===== src/rtl/fifo_arb_pkg.sv =====
// Shared types and constants for the FIFO write arbiter.
// Holds the arbiter state encoding, counter width and index-width helper.
package fifo_arb_pkg;

  typedef enum logic {ARB_IDLE, ARB_BURST} arb_state_t;

  localparam int STAT_W = 16;

  function automatic int idx_width(input int n);
    return (n > 1) ? $clog2(n) : 1;
  endfunction

endpackage


===== src/rtl/fifo_rr_pick.sv =====
// Rotating priority encoder: returns the first set bit of valid at or after
// rr_ptr, wrapping from NUM_REQ-1 back to 0.
module fifo_rr_pick
  import fifo_arb_pkg::*;
#(
  parameter int NUM_REQ = 4,
  localparam int IDX_W = idx_width(NUM_REQ)
) (
  input  logic [NUM_REQ-1:0] valid,
  input  logic [IDX_W-1:0]   rr_ptr,
  output logic               hit,
  output logic [IDX_W-1:0]   index
);

  int cand;

  // Scan from the farthest candidate back to rr_ptr so the nearest one wins.
  always_comb begin
    hit   = 1'b0;
    index = '0;
    cand  = 0;
    for (int k = NUM_REQ - 1; k >= 0; k--) begin
      cand = int'(rr_ptr) + k;
      if (cand >= NUM_REQ) cand = cand - NUM_REQ;
      if (valid[IDX_W'(cand)]) begin
        hit   = 1'b1;
        index = IDX_W'(cand);
      end
    end
  end

endmodule


===== src/rtl/fifo_wr_arbiter.sv =====
// Round-robin, burst-locking arbiter sharing one FIFO write port among NUM_REQ producers.
// Optional per-producer beat counters are built when FIFO_ARB_STATS_EN is defined.
module fifo_wr_arbiter
  import fifo_arb_pkg::*;
#(
  parameter int NUM_REQ    = 4,
  parameter int DATA_WIDTH = 8,
  parameter int MAX_BURST  = 2,
  localparam int IDX_W  = idx_width(NUM_REQ),
  localparam int BEAT_W = $clog2(MAX_BURST + 1)
) (
  input  logic                          clk,
  input  logic                          rst,
  input  logic [NUM_REQ-1:0]            req_valid,
  input  logic [NUM_REQ*DATA_WIDTH-1:0] req_data,
  output logic [NUM_REQ-1:0]            req_ready,
  input  logic                          fifo_full,
  output logic                          fifo_write_en,
  output logic [DATA_WIDTH-1:0]         fifo_data_in,
  output logic [IDX_W-1:0]              grant_id,
`ifdef FIFO_ARB_STATS_EN
  input  logic                          stats_clr,
  output logic [NUM_REQ*STAT_W-1:0]     grant_cnt,
`endif
  output logic                          burst_active
);

  arb_state_t         state_q, state_d;
  logic [IDX_W-1:0]   rr_q, rr_d;
  logic [IDX_W-1:0]   owner_q, owner_d;
  logic [BEAT_W-1:0]  beats_q, beats_d;
  logic [IDX_W-1:0]   grant_idx;
  logic               pick_hit;
  logic [IDX_W-1:0]   pick_idx;

  function automatic logic [IDX_W-1:0] next_idx(input logic [IDX_W-1:0] i);
    return (i == IDX_W'(NUM_REQ - 1)) ? '0 : i + 1'b1;
  endfunction

  fifo_rr_pick #(.NUM_REQ(NUM_REQ)) u_pick (
    .valid  (req_valid),
    .rr_ptr (rr_q),
    .hit    (pick_hit),
    .index  (pick_idx)
  );

  always_ff @(posedge clk) begin
    if (rst) begin
      state_q <= ARB_IDLE;
      rr_q    <= '0;
      owner_q <= '0;
      beats_q <= '0;
    end else begin
      state_q <= state_d;
      rr_q    <= rr_d;
      owner_q <= owner_d;
      beats_q <= beats_d;
    end
  end

  // A released or completed burst hands priority to the producer after the owner.
  always_comb begin
    state_d   = state_q;
    rr_d      = rr_q;
    owner_d   = owner_q;
    beats_d   = beats_q;
    req_ready = '0;
    grant_idx = '0;
    if (!rst) begin
      case (state_q)
        ARB_IDLE: begin
          if (pick_hit && !fifo_full) begin
            req_ready[pick_idx] = 1'b1;
            grant_idx           = pick_idx;
            if (MAX_BURST == 1) begin
              rr_d = next_idx(pick_idx);
            end else begin
              owner_d = pick_idx;
              beats_d = BEAT_W'(1);
              state_d = ARB_BURST;
            end
          end
        end
        ARB_BURST: begin
          if (req_valid[owner_q]) begin
            if (!fifo_full) begin
              req_ready[owner_q] = 1'b1;
              grant_idx          = owner_q;
              if (beats_q + 1'b1 == BEAT_W'(MAX_BURST)) begin
                state_d = ARB_IDLE;
                rr_d    = next_idx(owner_q);
                beats_d = '0;
              end else begin
                beats_d = beats_q + 1'b1;
              end
            end
          end else begin
            state_d = ARB_IDLE;
            rr_d    = next_idx(owner_q);
            beats_d = '0;
          end
        end
        default: state_d = ARB_IDLE;
      endcase
    end
  end

  assign fifo_write_en = |req_ready;
  assign fifo_data_in  = fifo_write_en ? req_data[int'(grant_idx)*DATA_WIDTH +: DATA_WIDTH]
                                       : '0;
  assign grant_id      = grant_idx;
  assign burst_active  = !rst && (state_q == ARB_BURST);

`ifdef FIFO_ARB_STATS_EN
  logic [STAT_W-1:0] cnt_q [NUM_REQ];

  // Clear takes precedence over a same-cycle beat; counters stick at all-ones.
  always_ff @(posedge clk) begin
    for (int i = 0; i < NUM_REQ; i++) begin
      if (rst || stats_clr) begin
        cnt_q[i] <= '0;
      end else if (req_ready[i] && req_valid[i] && (cnt_q[i] != '1)) begin
        cnt_q[i] <= cnt_q[i] + 1'b1;
      end
    end
  end

  for (genvar g = 0; g < NUM_REQ; g++) begin : g_cnt
    assign grant_cnt[g*STAT_W +: STAT_W] = cnt_q[g];
  end
`endif

endmodule


===== config.mk =====
export PLATFORM = sky130hd
export DESIGN_NAME = fifo_wr_arbiter
export DESIGN_NICKNAME = d
export VERILOG_FILES = /design/src/rtl/fifo_arb_pkg.sv /design/src/rtl/fifo_rr_pick.sv /design/src/rtl/fifo_wr_arbiter.sv
export SDC_FILE = /design/constraint.sdc
export NUM_CORES = 1
export LEC_CHECK = 0
export ABC_AREA = 1
export BUFFER_PORTS_ARGS = -buffer_cell sky130_fd_sc_hd__buf_2
export CAP_MARGIN = 15
export CORE_MARGIN = 5
export CORE_UTILIZATION = 45
export CTS_BUF_LIST = sky130_fd_sc_hd__clkbuf_8
export DETAILED_ROUTE_END_ITERATION = 12
export PLACE_DENSITY_LB_ADDON = 0.08
export SKIP_CTS_REPAIR_TIMING = 1
export SYNTH_ARGS = -nofsm -noshare
export SYNTH_HDL_FRONTEND = slang
export SYNTH_SLANG_ARGS = --single-unit

===== constraint.sdc =====
create_clock -name clk -period 6 [get_ports clk]
set_input_delay 1.2 -clock clk [delete_from_list [all_inputs] [get_ports clk]]
set_output_delay 1.2 -clock clk [all_outputs]
set_load 0.05 [all_outputs]

==> results.md, run 1 <==
- Post-route ant nets: 0
- Worst path slowest cell: buf_2
- Buf+Inv Stages, Crit Path: 4
- Status: finished clean
- Dpl ws: 1.84 ns
- Core ar.: 2760 µm²
- Clock latency on the worst-skew pair: 0.23 ns
- IO Pins: 55
- MaxCap Viol Count: 0
- H-tree depth: 1
- Port Buffers: 54
- Crit Path Category: in -> out
- Nets: 345
- Relative slew slack: 0.672
- Final Cycle Share: 0.696
- Clock sinks: 7
- Sequential cell area: 140 µm²
- RSZ-0062 raised after global routing: false
- Total track usage: 0.162
- Share of the synthesized area in the top cell type: 0.218
- Worst EP arrival: 2.97 ns
- Grt ovf: 0
- Worst setup slack after layout: 1.83 ns
- Full die area: about 4000 µm²
- Setup Skew: 0.00305 ns
- Leak: 1.12 nW
- Fillers: 326
- CP cell instances: buf_2, inv_1, a21oi_1, o21ai_0, nand2_1, nand3_1, nand2_8, nand2_4, nand2_1, nand3_1, nand2_1, nand2_1, inv_1, buf_2
- Initial antenna violation count: 0
- Worst setup path start: req_valid[3]
- Die Y: 63.5 µm
- GPL Wtd Cong: 0.897
- WL final: 3390 µm
- Setup violations, final: 0
- PD cells: 298 nW/µm²
- Number of global-route vias before repair: ~1300
- CP Capture Type: primary output
- Largest net degree at the start of global routing: 18
- Layout cells sized above 1: 0.266
- Iteration-0 DRC count of the detailed router: 74
- Initial core utilization: 0.467
- # rows: 19
- Critical Path RT: between 4 and 5 ns
- RR Startpoint: rr_q[0]
- Startpoint types: input port
- Crit path top cell by count: nand2_1
- Biggest area consumer among synthesized cells: nand2_1
- Largest cells by area after synthesis: nand2_1 (22%), inv_1 (16%), nand3_1 (12%)
- Post-Synthesis Cell Area: about 1300 µm²
- CTS tree: built
- Inserted Diodes: 0
- CP peak stage delay: around 0.25 ns
- HP Class: reg -> reg
- Clock-pin slew on the worst setup and hold paths: around 0.040 ns
- Synthesis Warnings: 0
- Multi-input combinational cell area: between 800 and 900 µm²
- Tmin final: 4.17 ns
- Final hold slack: 0.452 ns
- Max Fclk: 0.240 GHz
- Area Overhead vs Synth: 23.7%
- Clk buf depth: 2
- TNS Setup: 0 ns
- Post-Syn Instances: 249
- Non-filler cells, final: ~330
- DP Cell Count: 328
- Vias per Instance: between 4 and 5
- Drt first pass iters: 4
- Hold_sp: beats_q[1]
- First-pass GRT wire length: 5530 µm
- #FFs+latches synth: 7
- Delay-heaviest family, CP: simple AND/OR/NAND/NOR gates
- Post-DP HPWL: 2780 µm
- Syn_area_per_cell: 5.18 µm²
- Mapped Nets: 292
- DR vias: 1546
- Synth cell types: 24
- Residual DRC: 0
- Critical Path Fanout Max: 17
- Sequential share of the synthesized area: 0.109
- Die Width: around 64 µm
- Clock root cell: clkbuf_8
- Routed len/inst: 10.2 µm
- Worst-Margin Slew: 0.489 ns
- Maximum vdd drop: 0.271 mV
- TritonCTS buffer count: 3
- Hold Vio Cnt, Final: 0
- Pins Over Slew Limit: 0
-- cells in the final DEF, fill, tap and decap left out --
cell type,instances
a21oi_1,21
nor3_1,2
o21ai_1,2
nand3_4,1
clkinv_1,1
o32ai_1,1
inv_2,3
nor2_1,11
inv_1,57
clkbuf_8,3
nand2_4,2
inv_4,1
nand2_1,75
nand2_8,1
ha_1,4
nand2_2,13
nor2_2,1
o21ai_0,9
dfxtp_1,7
o21bai_1,1
buf_2,54
o21bai_2,1
nand3_1,30
-- report_power, final --
group	leakage (nW)	switching [mW]	internal, mW
Clock	0.0269	0.0198	0.0442
Combinational	1.03	0.247	0.0956
Sequential	0.0575	0.0136	0.0550
Total	1.12	0.281	0.195
-- stage by stage --
| step | instance area [µm²] | power [mW] | utilization |
|---|---|---|---|
| 5_1_grt | 1590 | 0.523 | 0.578 |
| 3_5_place_dp | 1550 | 0.413 | 0.562 |
| 4_1_cts | 1590 | 0.479 | 0.578 |
| 2_1_floorplan | 1290 | 0.350 | - |
| 6_report | 1590 | 0.476 | 0.578 |
| 3_3_place_gp | 1550 | 0.413 | 0.562 |
-- tightest hold or removal path: cells and delay by family, from the launching register on --
kind | cells | cell delay, ns
flip-flops | 1 | 0.29
buffers and inverters | 1 | 0.07
AND/OR/NAND/NOR | 1 | 0.05
-- synth_stat cells --
cell type and count:
ha_1 4, o32ai_1 1, nor2_2 1, o21bai_1 1
buf_6 3, nand2_4 2, nand3_1 30, inv_2 3
dfxtp_1 7, inv_4 1, nand3_4 1, inv_1 56
nand2_8 1, clkbuf_1 2, nand2_1 75, buf_4 1
clkinv_1 1, nand2_2 13, o21ai_0 9, nor3_1 2
a21oi_1 21, o21ai_1 2, o21bai_2 1, nor2_1 11
-- layout make-up --
| cell class | instances | share of cell area |
|---|---|---|
| inverter | 61 | 0.145 |
| timing repair buffer | 54 | 0.170 |
| sequential | 7 | 0.0879 |
| multi-input combinational | 175 | 0.545 |
| clock inverter | 1 | 0.00235 |
| tap | 31 | 0.0243 |
| clock buffer | 3 | 0.0259 |
-- sequential cells by signal, summed over array words and instances (netlist names) --
name     cells
beats_q      2
owner_q      2
state_q      1
rr_q         2
-- path summary, 6_finish.rpt --
kind	to	slack, ns	cells after the start
worst max register to register	owner_q[1]	4.17	11
worst max-delay path	fifo_data_in[1]	1.83	14
worst min-delay path	beats_q[1]	0.45	2
worst min register to register	beats_q[1]	0.45	2
-- kinds of logic (layout without fill, tap and decap cells) --
| family | count (synthesis) | count (layout) | synth area share |
|---|---|---|---|
| compound gates | 35 | 35 | 0.146 |
| flops | 7 | 7 | 0.109 |
| simple gates | 136 | 136 | 0.489 |
| buf+inv | 67 | 119 | 0.217 |
| fa+ha+maj | 4 | 4 | 0.0388 |
-- metal layers --
metal  vias to the layer above  share of wire  GRT usage
met2                        40           0.46      0.265
met3                         2          0.056     0.0391
met1                       642           0.48      0.220
met4                         0         0.0050     0.0156
li1                        862              -          -
met5                         -              0          0
No activity file was read; power rests on OpenSTA's default activity.
==> run 2: changes to the inputs <==
==> constraint.sdc (replaced) <==
create_clock -name clk -period 3.8 [get_ports clk]
set_input_delay 0.76 -clock clk [delete_from_list [all_inputs] [get_ports clk]]
set_output_delay 0.76 -clock clk [all_outputs]
set_load 0.05 [all_outputs]
==> run 2 against run 1 <==
  * Via count is 1.6% higher
  * Cell count is 0.30% higher
  * Combinational power is 59% higher
  * Global-route usage is 0.46 points higher
  * Die area stayed put
  * Clock skew is 0.0031 ns higher
  * Sequential share of layout area hardly changed
  * Final area is 0.47% higher
  * Count of clock-buffer cells in the layout stayed put
  * Critical path type is now reg -> out
==> results.md, run 2 (synthesis results as in run 1) <==
- Relative slew slack: 0.681 (+0.00877)
- Switch Pwr: 0.448 mW (+60%)
- IO Pins: 55 (unchanged)
- Maximum vdd drop: 0.342 mV (+26%)
- Clock latency on the worst-skew pair: 0.23 ns (about the same)
- Number of global-route vias before repair: 1286 (-2.2%)
- Status: finished clean
- WL final: 3420 µm (+0.94%)
- Power share of the clock group: 0.137 (+0.003)
- TNS Setup: 0 ns (unchanged)
- DR vias: 1571 (+1.6%)
- Die Y: 63.5 µm (unchanged)
- Clk buf depth: 2 (unchanged)
- Internal: 0.308 mW (+58%)
- Post-route ant nets: 0 (unchanged)
- HP Class: reg -> reg
- Nets: 346 (+0.29%)
- Gate power share: 0.719 (-0.002)
- Sequential share of power: 0.144 (about the same)
- H-tree depth: 1 (unchanged)
- Startpoint types: register
- Delay-heaviest family, CP: simple AND/OR/NAND/NOR gates
- Commonest non-fill, non-tap cell in the layout: nand2_1
- CP cell instances: inv_2, nand2_1, nand2_1, nand2_2, nand2_2, nor2_2, nand2_2, nand3_4, inv_4, nand2_4, nand2_8, nand2_4, nand2_1, nand2_1, nand2_1, nand2_1, inv_1, buf_2
- Tmin final: 3.42 ns
- Worst path slowest cell: dfxtp_1
- Switching Share: 0.593 (+0.00198)
- Commonest cells after routing, fill and taps aside: nand2_1 (75), inv_1 (57), buf_2 (54)
- Core ar.: 2760 µm² (unchanged)
- MaxCap Viol Count: 0 (unchanged)
- Crit path top cell by count: nand2_1
- Total track usage: 0.166 (+0.00460)
- # rows: 19 (unchanged)
- Final Cycle Share: 0.900
- Critical Path Fanout Max: 17 (unchanged)
- TritonCTS buffer count: 3 (unchanged)
- RSZ-0062 raised after global routing: false
- CTS tree: built
- Worst-Margin Slew: 0.479 ns (-0.0108 ns)
- Setup Skew: 0.00617 ns (+0.00312 ns)
- Vias per Instance: 4.72 (+1.3%)
- Clock root cell: clkbuf_8
- Drt first pass iters: 4 (unchanged)
- Port Buffers: 54 (unchanged)
- Post-DP HPWL: 2770 µm (-0.27%)
- Area Overhead vs Synth: 24.3%
- Critical Path RT: 3.04 ns (-1.76 ns)
- Full die area: 4030 µm² (unchanged)
- Final hold slack: 0.454 ns (+0.00201 ns)
- Layout cells sized above 1: 0.268 (+0.00243)
- Crit Path Category: reg -> out
- Finished layout cell area: 1600 µm² (+0.47%)
- PD cells: 473 nW/µm² (+58%)
- CP peak stage delay: 0.61 ns (+0.36 ns)
- Iteration-0 DRC count of the detailed router: 131 (+77%)
- Top Registers: beats_q: 2 flops, owner_q: 2 flops, rr_q: 2 flops
- First-pass GRT wire length: 5550 µm (+0.51%)
- Die Width: 63.5 µm (unchanged)
- Dpl cell area: 1560 µm² (+0.48%)
- Setup violations, final: 0 (unchanged)
- Clock sinks: 7 (unchanged)
- Clock-pin slew on the worst setup and hold paths: 0.04 ns (about the same)
- Inserted Diodes: 0 (unchanged)
- Worst EP arrival: 2.66 ns (-0.31 ns)
- Largest net degree at the start of global routing: 18 (unchanged)
- CP Capture Type: primary output
- Max Fclk: 0.292 GHz
- Buf+Inv Stages, Crit Path: 4 (unchanged)
- Initial antenna violation count: 0 (unchanged)
- Grt ovf: 0 (unchanged)
- GPL Wtd Cong: 0.910 (+1.4%)
- Routed len/inst: 10.3 µm (+0.64%)
- Residual DRC: 0 (unchanged)
- Hold Vio Cnt, Final: 0 (unchanged)
- Pins Over Slew Limit: 0 (unchanged)
- Leak: 1.12 nW (+0.43%)
- Initial core utilization: 0.467 (unchanged)
-- run 2: final cells by class --
cell class	instances	area [µm²]
clock inverters	1	3.75
fillers	315	1160
repair buffers	55	278
multi-input cells	175	868
flip-flops and latches	7	140
well taps	31	38.8
clock buffers	3	41.3
inverters	61	231
-- run 2: worst paths after layout --
kind / from / endpoint / slack [ns] / cells after the start
worst max-delay path: rr_q[0] / fifo_data_in[2] / 0.38 / 18
worst min register to register: beats_q[1] / beats_q[1] / 0.45 / 2
worst min-delay path: beats_q[1] / beats_q[1] / 0.45 / 2
worst max register to register: rr_q[0] / owner_q[1] / 1.98 / 11
-- run 2: stage by stage --
step / worst slack [ns] / total power [mW] / std cells / utilization
after detailed placement: 0.512 / 0.654 / 329 / 0.564
final: 0.378 / 0.757 / 333 / 0.581
after CTS: 0.358 / 0.761 / 333 / 0.581
after global routing: 0.0714 / 0.828 / 333 / 0.581
after global placement: 0.513 / 0.653 / 329 / 0.564
after floorplan: 0.741 / 0.552 / 249 / -
-- run 2: routing by layer --
layer | GRT usage | routed length, µm | vias up
li1 | - | - | 870
met1 | 0.220 | 1600 | 650
met2 | 0.265 | 1590 | 49
met3 | 0.0391 | 203 | 2
met4 | 0.0468 | 23 | 0
met5 | 0 | 0 | -
-- run 2: power groups by stage --
stage / clock, mW / sequential, mW / combinational, mW
2_1_floorplan: 0 / 0.0995 / 0.453
5_1_grt: 0.113 / 0.112 / 0.602
3_3_place_gp: 0 / 0.109 / 0.543
6_report: 0.104 / 0.109 / 0.544
3_5_place_dp: 0 / 0.110 / 0.545
4_1_cts: 0.106 / 0.108 / 0.546
-- run 2: worst register-to-register path: cells and delay by family, from the launching register on --
kind | cells | cell delay [ns]
AND/OR/NAND/NOR | 7 | 0.66
AO/OA/AOI/OAI | 2 | 0.19
flip-flops | 1 | 0.61
buffers and inverters | 2 | 0.24
